[config.mk]
export PLATFORM = sky130hd
export DESIGN_NAME = camera_pixel_reconstruct
export DESIGN_NICKNAME = d
export VERILOG_FILES = /design/src/rtl/camera_pixel_reconstruct.sv
export SDC_FILE = /design/constraint.sdc
export NUM_CORES = 1
export LEC_CHECK = 0
export BUFFER_PORTS_ARGS = -buffer_cell sky130_fd_sc_hd__buf_2
export CORE_MARGIN = 2
export CORE_UTILIZATION = 52
export CTS_CLUSTER_DIAMETER = 40
export DETAILED_ROUTE_END_ITERATION = 10
export PLACE_DENSITY = 0.73
export SYNTH_ARGS = -nofsm -noshare
export SYNTH_HDL_FRONTEND = slang
export SYNTH_SLANG_ARGS = --single-unit
[constraint.sdc]
create_clock -name clk_in -period 1.9 [get_ports clk_in]
set_input_delay 0.38 -clock clk_in [delete_from_list [all_inputs] [get_ports clk_in]]
set_output_delay 0.38 -clock clk_in [all_outputs]
set_load 0.02 [all_outputs]
[src/rtl/camera_pixel_reconstruct.sv]
// Rebuilds RGB565 pixels from a raw byte-wide camera bus oversampled in the system
// clock domain, with line/pixel count checking reported once per frame.
module camera_pixel_reconstruct #(
    parameter int unsigned H_ACTIVE = 320,
    parameter int unsigned V_ACTIVE = 240
) (
    input  logic                        clk_in,
    input  logic                        rst_in,
    input  logic                        cam_pclk_in,
    input  logic                        cam_hsync_in,
    input  logic                        cam_vsync_in,
    input  logic [7:0]                  cam_data_in,
    output logic                        pixel_valid_out,
    output logic [15:0]                 pixel_data_out,
    output logic [$clog2(H_ACTIVE)-1:0] hcount_out,
    output logic [$clog2(V_ACTIVE)-1:0] vcount_out,
    output logic                        frame_done_out,
    output logic                        frame_err_out
);

    localparam int unsigned SW  = 11;
    localparam int unsigned HW  = $clog2(H_ACTIVE + 1);
    localparam int unsigned VW  = $clog2(V_ACTIVE + 1);
    localparam int unsigned HOW = $clog2(H_ACTIVE);
    localparam int unsigned VOW = $clog2(V_ACTIVE);
    localparam logic [HW-1:0] H_FULL = HW'(H_ACTIVE);
    localparam logic [VW-1:0] V_FULL = VW'(V_ACTIVE);

    typedef enum logic [1:0] {
        WAIT_FRAME,
        ACTIVE,
        FRAME_END
    } state_t;

    // Synchronizer bundle layout: {pclk, vsync, hsync, data}
    logic [SW-1:0] sync1_q, sync2_q;
    logic          pclk3_q;
    logic          pclk_rise_c;

    logic          smp_stb_q, smp_hs_q, smp_vs_q, hs_last_q, vs_last_q;
    logic [7:0]    smp_data_q;
    logic          hs_fall_c, vs_fall_c, vs_rise_c, line_end_c;

    state_t         state_q, state_d;
    logic           phase_q, phase_d;
    logic [7:0]     hi_q, hi_d;
    logic [HW-1:0]  hcnt_q, hcnt_d;
    logic [VW-1:0]  lcnt_q, lcnt_d;
    logic           err_q, err_d;
    logic           valid_q, valid_d;
    logic [15:0]    pix_q, pix_d;
    logic [HOW-1:0] hout_q, hout_d;
    logic [VOW-1:0] vout_q, vout_d;
    logic           done_q, done_d;
    logic           ferr_q, ferr_d;

    always_ff @(posedge clk_in or negedge rst_in) begin
        if (!rst_in) begin
            sync1_q <= '0;
            sync2_q <= '0;
            pclk3_q <= 1'b0;
        end else begin
            sync1_q <= {cam_pclk_in, cam_vsync_in, cam_hsync_in, cam_data_in};
            sync2_q <= sync1_q;
            pclk3_q <= sync2_q[10];
        end
    end

    assign pclk_rise_c = sync2_q[10] & ~pclk3_q;

    // Capture the camera bus once per pclk rising edge, keeping the prior sync levels
    always_ff @(posedge clk_in or negedge rst_in) begin
        if (!rst_in) begin
            smp_stb_q  <= 1'b0;
            smp_hs_q   <= 1'b0;
            smp_vs_q   <= 1'b0;
            hs_last_q  <= 1'b0;
            vs_last_q  <= 1'b0;
            smp_data_q <= '0;
        end else begin
            smp_stb_q <= pclk_rise_c;
            if (pclk_rise_c) begin
                smp_vs_q   <= sync2_q[9];
                smp_hs_q   <= sync2_q[8];
                smp_data_q <= sync2_q[7:0];
                vs_last_q  <= smp_vs_q;
                hs_last_q  <= smp_hs_q;
            end
        end
    end

    assign hs_fall_c  = hs_last_q & ~smp_hs_q;
    assign vs_fall_c  = vs_last_q & ~smp_vs_q;
    assign vs_rise_c  = smp_vs_q & ~vs_last_q;
    // A vsync rise with hsync still high closes the open line first
    assign line_end_c = hs_fall_c | (vs_rise_c & smp_hs_q);

    always_ff @(posedge clk_in or negedge rst_in) begin
        if (!rst_in) begin
            state_q <= WAIT_FRAME;
            phase_q <= 1'b0;
            hi_q    <= '0;
            hcnt_q  <= '0;
            lcnt_q  <= '0;
            err_q   <= 1'b0;
            valid_q <= 1'b0;
            pix_q   <= '0;
            hout_q  <= '0;
            vout_q  <= '0;
            done_q  <= 1'b0;
            ferr_q  <= 1'b0;
        end else begin
            state_q <= state_d;
            phase_q <= phase_d;
            hi_q    <= hi_d;
            hcnt_q  <= hcnt_d;
            lcnt_q  <= lcnt_d;
            err_q   <= err_d;
            valid_q <= valid_d;
            pix_q   <= pix_d;
            hout_q  <= hout_d;
            vout_q  <= vout_d;
            done_q  <= done_d;
            ferr_q  <= ferr_d;
        end
    end

    always_comb begin
        state_d = state_q;
        phase_d = phase_q;
        hi_d    = hi_q;
        hcnt_d  = hcnt_q;
        lcnt_d  = lcnt_q;
        err_d   = err_q;
        valid_d = 1'b0;
        pix_d   = pix_q;
        hout_d  = hout_q;
        vout_d  = vout_q;
        done_d  = 1'b0;
        ferr_d  = 1'b0;

        case (state_q)
            WAIT_FRAME: begin
                if (smp_stb_q && vs_fall_c) begin
                    state_d = ACTIVE;
                    phase_d = 1'b0;
                    hcnt_d  = '0;
                    lcnt_d  = '0;
                    err_d   = 1'b0;
                end
            end
            ACTIVE: begin
                if (smp_stb_q) begin
                    if (line_end_c) begin
                        phase_d = 1'b0;
                        hcnt_d  = '0;
                        if (phase_q || (hcnt_q != H_FULL) || (lcnt_q == V_FULL)) begin
                            err_d = 1'b1;
                        end
                        if (lcnt_q != V_FULL) begin
                            lcnt_d = lcnt_q + VW'(1);
                        end
                    end else if (smp_hs_q && !vs_rise_c) begin
                        if (lcnt_q == V_FULL) begin
                            err_d = 1'b1;
                        end else if (!phase_q) begin
                            hi_d    = smp_data_q;
                            phase_d = 1'b1;
                        end else begin
                            phase_d = 1'b0;
                            if (hcnt_q != H_FULL) begin
                                valid_d = 1'b1;
                                pix_d   = {hi_q, smp_data_q};
                                hout_d  = HOW'(hcnt_q);
                                vout_d  = VOW'(lcnt_q);
                                hcnt_d  = hcnt_q + HW'(1);
                            end else begin
                                err_d = 1'b1;
                            end
                        end
                    end
                    if (vs_rise_c) begin
                        if (line_end_c) begin
                            state_d = FRAME_END;
                        end else begin
                            state_d = WAIT_FRAME;
                            done_d  = 1'b1;
                            ferr_d  = err_q | (lcnt_q != V_FULL);
                        end
                    end
                end
            end
            FRAME_END: begin
                state_d = WAIT_FRAME;
                done_d  = 1'b1;
                ferr_d  = err_q | (lcnt_q != V_FULL);
            end
            default: state_d = WAIT_FRAME;
        endcase
    end

    assign pixel_valid_out = valid_q;
    assign pixel_data_out  = pix_q;
    assign hcount_out      = hout_q;
    assign vcount_out      = vout_q;
    assign frame_done_out  = done_q;
    assign frame_err_out   = ferr_q;

endmodule

# After elaboration in Yosys (flattened, before gate mapping)
# Index checks and enable logic that the tools add are counted.
word_totals:
  output_inout_bits: 36
  regBits: 101
  in_bits: 13
op_classes:
  n_reduce_logical: 14
  eq_ne: 17
  bitwise: 14
  mux: 48
  addsub: 2
op_table:
  columns: ["op", "n"]
  rows:
  - ["$mux 9", 7]
  - ["$mux 8", 4]
  - ["$mux 1", 26]
  - ["$reduce_and 7->1", 3]
  - ["$pmux 9 s2", 1]
  - ["$pmux 8 s2", 1]
  - ["$ne 3x3->1 const B", 5]
  - ["$ne 2x2->1 const B", 5]
  - ["$reduce_and 5->1", 2]
  - ["$add 9x1->9 const B", 1]
  - ["$ne 9x9->1 const B", 1]
  - ["$add 8x1->8 const B", 1]
  - ["$eq 8x8->1 const B", 1]
  - ["$mux 2", 4]
  - ["$ne 4x4->1 const B", 2]
  - ["$ne 8x8->1 const B", 1]
  - ["$pmux 1 s2", 4]
  - ["$not 1->1", 7]
  - ["$reduce_and 6->1", 1]
  - ["$and 1x1->1", 5]
  - ["$pmux 2 s2", 1]
  - ["$reduce_and 3->1", 1]
  - ["$eq 2x1->1 const B", 1]
  - ["$eq 2x2->1 const B", 1]
  - ["other kinds (6)", 9]

# Depth between registers and ports, before layout
depth:
  depth_word: 8
  depth_mapped: 9
  ltp_nobuf: 7

# Least setup slack after synthesis
# OpenSTA, ideal clock, no wires.
synth_path:
  path_kind: "flip-flop to flip-flop"
  start: "register lcnt_q[0]"
  end: "register hout_q[0], in the netlist hcount_out[0]"
  setup_ps: 125
  period_less_slack_ps: 1937
  required_time_ps: 1775
  arrival_ps: 1812
  stages_incl_launch_ff: 10
  setup_slack_ps: -37
  cell_sequence: "dfrtp_1 inv_1 ha_1 and4bb_4 nand2_8 nand3_2 or2_1 buf_6 buf_6 mux2_4"
synth_between:
  elab_chain_len: 3
synth_lines:
  columns: ["element", "line", "source"]
  rows:
  - ["from (decl)", "48", "logic [VW-1:0] lcnt_q, lcnt_d;"]
  - ["from (signal assigned)", "117", "lcnt_q <= lcnt_d;"]
  - ["$eq 8x8->1", "164", "if (lcnt_q == V_FULL) begin"]
  - ["$not 1->1 (no line)", null, null]
  - ["$reduce_and 7->1 (no line)", null, null]
  - ["to (signal assigned)", "121", "hout_q <= hout_d;"]
  - ["to (decl)", "52", "logic [HOW-1:0] hout_q, hout_d;"]
# No other way between the ends.
# A chain may end at the register's enable or synchronous reset.

# Final worst setup path
layout_path:
  start: "register hcnt_q[1]"
  end: "register pix_q[7], in the netlist pixel_data_out[7]"
layout_between:
  elab_chain_len: 2
layout_lines:
  columns: ["element", "line", "source"]
  rows:
  - ["from (decl)", "47", "logic [HW-1:0] hcnt_q, hcnt_d;"]
  - ["from (signal assigned)", "116", "hcnt_q <= hcnt_d;"]
  - ["$ne 9x9->1", "171", "if (hcnt_q != H_FULL) begin"]
  - ["$reduce_and 7->1 (no line)", null, null]
  - ["to (signal assigned)", "120", "pix_q <= pix_d;"]
  - ["to (decl)", "51", "logic [15:0] pix_q, pix_d;"]
# No other way between the ends.

==> flow_summary_export.csv <==
group,metric,value,unit
timing,rsz0062_at_grt,"yes",
placed_design,dpl_worst_slack,-129,ps
floorplan,rows,32,
timing,layout_min_cycle_time,1940,ps
setup_path,worstReg2RegEnd,"pixel_data_out[7]",
run,drv_cap,0,
setup_path,r2r_cells,8,
synth,async_flop_share,1.00,
placed_design,hpwlAfterDp,5510,um
setup_path,crit_required,2160,ps
cts,clkSlewWorstSetupHoldPaths,110,ps
timing,post-route-period-util,1.02,
cts,cts.sinks,101,
cells_and_area,antenna_cells,0,
cells_and_area,final-seq-area,2530,um^2
timing,fmax,515,MHz
outcome,status,"finished, violations left",
outcome,violations,"negative setup slack",
floorplan,core,7770,um^2
route,drt-pass1-iter-count,5,
route,drt_iter0_drc,121,
grt,grt_pass1_vias,2771,
route,wire_per_inst,16.5,um
synth,ys_seq_area_frac,0.604,
cts,cts_tree,"yes",
timing,maxSlewHeadroom,0.662,
floorplan,die_area,8780,um^2
timing,setup_tns,-909,ps
setup_path,worst-setup-path-type,"flip-flop to flip-flop",
setup_path,worstPathCellList,"inv_2, ha_4, nor4b_4, nand4_1, nand3_4, or2_4, buf_8, mux2_4",
timing,slew_violations,0,
grt,overflow,0,
cells_and_area,post-route-cell-area,5300,um^2
hold_path,hold_start,"cam_data_in[0]",
synth,syn_area_per_cell,13.8,um^2
synth,yosys.cell_types.count,47,
cells_and_area,nFillCells,558,
grt,grt_pass1_wl,13500,um
timing,final_hold_viol_count,0,
floorplan,die-width,93.7,um
hold_path,min_path_type,"primary input to flip-flop",
cells_and_area,area_growth,26.7,%
timing,setup_viol,31,
cells_and_area,drive_gt1_frac,0.469,
grt,antenna_found_initial,0,
floorplan,io_pins,49,
power_and_ir_drop,cellLeakagePower,2.66,nW
synth,dominantRegCellSynth,"dfrtp_1",
timing,setup_ws,-43.5,ps
setup_path,crit_buf_inv,2,
synth,synth-seq-cells,101,
cts,clk_path_buf_depth,2,
synth,synth_nets,323,
cts,cts_max_level,3,
power_and_ir_drop,peakVddDrop,0.000666,V
synth,synth_edf_count,0,
setup_path,cpPeakStageDelay,410,ps
setup_path,arrival,2210,ps
cells_and_area,fin_nets,418,
synth,synth_warnings,0,
placed_design,placed_cell_area,4830,um^2
hold_path,worst_hold_path.num_cells,1,
grt,grt_max_degree,41,
cts,cts_buffers,9,
setup_path,crit_slowest_cell,"dfrtp_1",
route,num_vias,2726,
cts,clockRootBuffer,"clkbuf_8",
cells_and_area,multi_input_area,1680,um^2
power_and_ir_drop,p_per_area,977,nW/um^2
floorplan,die-height,93.7,um
synth,netlist_instances,303,
setup_path,r2r-start,"hcnt_q[1]",
setup_path,crit_path_start_kind,"flip-flop",
setup_path,critical_path.max_fanout,9,
timing,final.setup_skew,15.9,ps
setup_path,rrSetupSlack,-40,ps
synth,synth_area,4190,um^2
cts,clock_latency,370,ps
route,drt_wl_total,8340,um
hold_path,holdPathEnd,"sync1_q[0]",
placed_design,port_buffers,48,
timing,tightest_slew,507,ps
placed_design,gp_congestion,0.850,
route,vias_per_cell,5.40,
grt,grt_usage,0.201,
floorplan,start_util,0.539,
power_and_ir_drop,power.total,5.18,mW
setup_path,cp_top_family,"simple AND/OR/NAND/NOR gates",
setup_path,crit_path_end_kind,"flip-flop",
route,drc,0,
route,ant_nets,0,
[cells by family after synthesis]
family                     share of synthesized area
DFF                                            0.604
and+or+nand+nor                               0.0959
muxes                                          0.171
AOI/OAI and AO/OA                             0.0654
buffers and inverters                         0.0302
adders and majority gates                     0.0209
xor gates and xnor gates                      0.0126
[worst register-to-register path, delay by kind of cell, from the launching register on]
family        cells  cell delay [ps]
flops             1              410
buf+inv           2              260
fa+ha+maj         1              120
simple gates      4              740
mux               1              310
[registers in the layout, summed over array words and instances, names as in the netlist]
name / cells
smp_vs_q: 1
smp_hs_q: 1
smp_stb_q: 1
sync1_q: 11
pixel_valid_out: 1
pixel_data_out: 16
sync2_q: 11
smp_data_q: 8
state_q: 2
vs_last_q: 1
hi_q: 8
pclk3_q: 1
hs_last_q: 1
frame_done_out: 1
phase_q: 1
hcount_out: 9
frame_err_out: 1
err_q: 1
hcnt_q: 9
lcnt_q: 8
vcount_out: 8
[cell type report]
type                       count  share of cell area
sequential                   101               0.477
multi-input combinational    177               0.316
timing repair buffer          95               0.129
tap                          102              0.0241
clock buffer                   9              0.0234
clock inverter                 7              0.0210
inverter                      14             0.00991
[worst max-delay path by stage]
stage / startpoint / end / slack, ps / depth (start not counted)
finish: hcnt_q[1] / pixel_data_out[7] / -40 / 8
global route: hcnt_q[1] / vcount_out[6] / -130 / 8
CTS: hcnt_q[0] / hcount_out[7] / -20 / 8
detailed placement: hcnt_q[0] / vcount_out[3] / -130 / 8
global placement: hcnt_q[0] / pixel_data_out[5] / -50 / 8
floorplan: lcnt_q[0] / hcount_out[0] / -30 / 9
[synth_stat cells (4+ instances only)]
cell type / n / area (um^2)
nor4_1: 4 / 25.0
inv_1: 14 / 52.6
mux2_4: 29 / 435
mux2_2: 25 / 282
a31oi_1: 4 / 25.0
nor2b_1: 4 / 25.0
clkbuf_1: 4 / 15.0
xnor2_1: 6 / 52.6
nand2_1: 11 / 41.3
ha_1: 7 / 87.6
dfrtp_1: 101 / 2530
nand4_1: 4 / 25.0
o31ai_1: 6 / 45.0
nor2_1: 15 / 56.3
buf_6: 4 / 45.0
a21oi_1: 5 / 25.0
nand3_1: 9 / 45.0
o21ai_0: 11 / 55.1
[through the flow]
| stage | hold slack, ps | util | instances |
|---|---|---|---|
| final | 105 | 0.683 | 505 |
| after detailed placement | 324 | 0.622 | 480 |
| after global routing | 92.1 | 0.683 | 505 |
| after global placement | 312 | 0.622 | 480 |
| after CTS | 99.7 | 0.659 | 498 |
| after floorplan | 84.4 | - | 303 |
[routing by layer]
metal  global-route usage  up-vias  routed length (um)
met5                    0        -                   0
met4               0.0700        0                 106
met3               0.0449        9                 351
met2                0.339       65                4300
met1                0.256     1387                3580
li1                     -     1265                   -
[layout by cell type, fill, tap and decap left out, types with 4 or more instances in the layout]
cell type / netlist / layout
a21oi_1: 5 / 5
buf_12: 0 / 4
buf_2: 2 / 47
buf_4: 0 / 39
clkbuf_8: 0 / 9
dfrtp_1: 101 / 101
inv_1: 14 / 10
inv_2: 0 / 4
mux2_2: 25 / 21
mux2_4: 29 / 33
nand2_1: 11 / 11
nand3_1: 9 / 9
nand4_1: 4 / 4
nor2_1: 15 / 15
o21ai_0: 11 / 9
o31ai_1: 6 / 6
xnor2_1: 6 / 6
[what timing repair did]
action / in CTS / in global routing
endpoints found under the hold margin: 25 / 0
gates resized for setup: 10 / 23
pin swaps: 2 / 6
hold buffers: 1 / 0
gates cloned: 0 / 2
endpoints found under the setup margin: 43 / 51
setup buffers: 1 / 5
[power by group]
part / switching (mW) / internal [mW] / total (mW) / leakage, nW
sequential: 0.168 / 2.38 / 2.54 / 1.32
clock: 0.810 / 0.777 / 1.59 / 0.120
combinational: 0.521 / 0.530 / 1.05 / 1.22
total: 1.50 / 3.68 / 5.18 / 2.66
(Power assumes the default switching activity.)
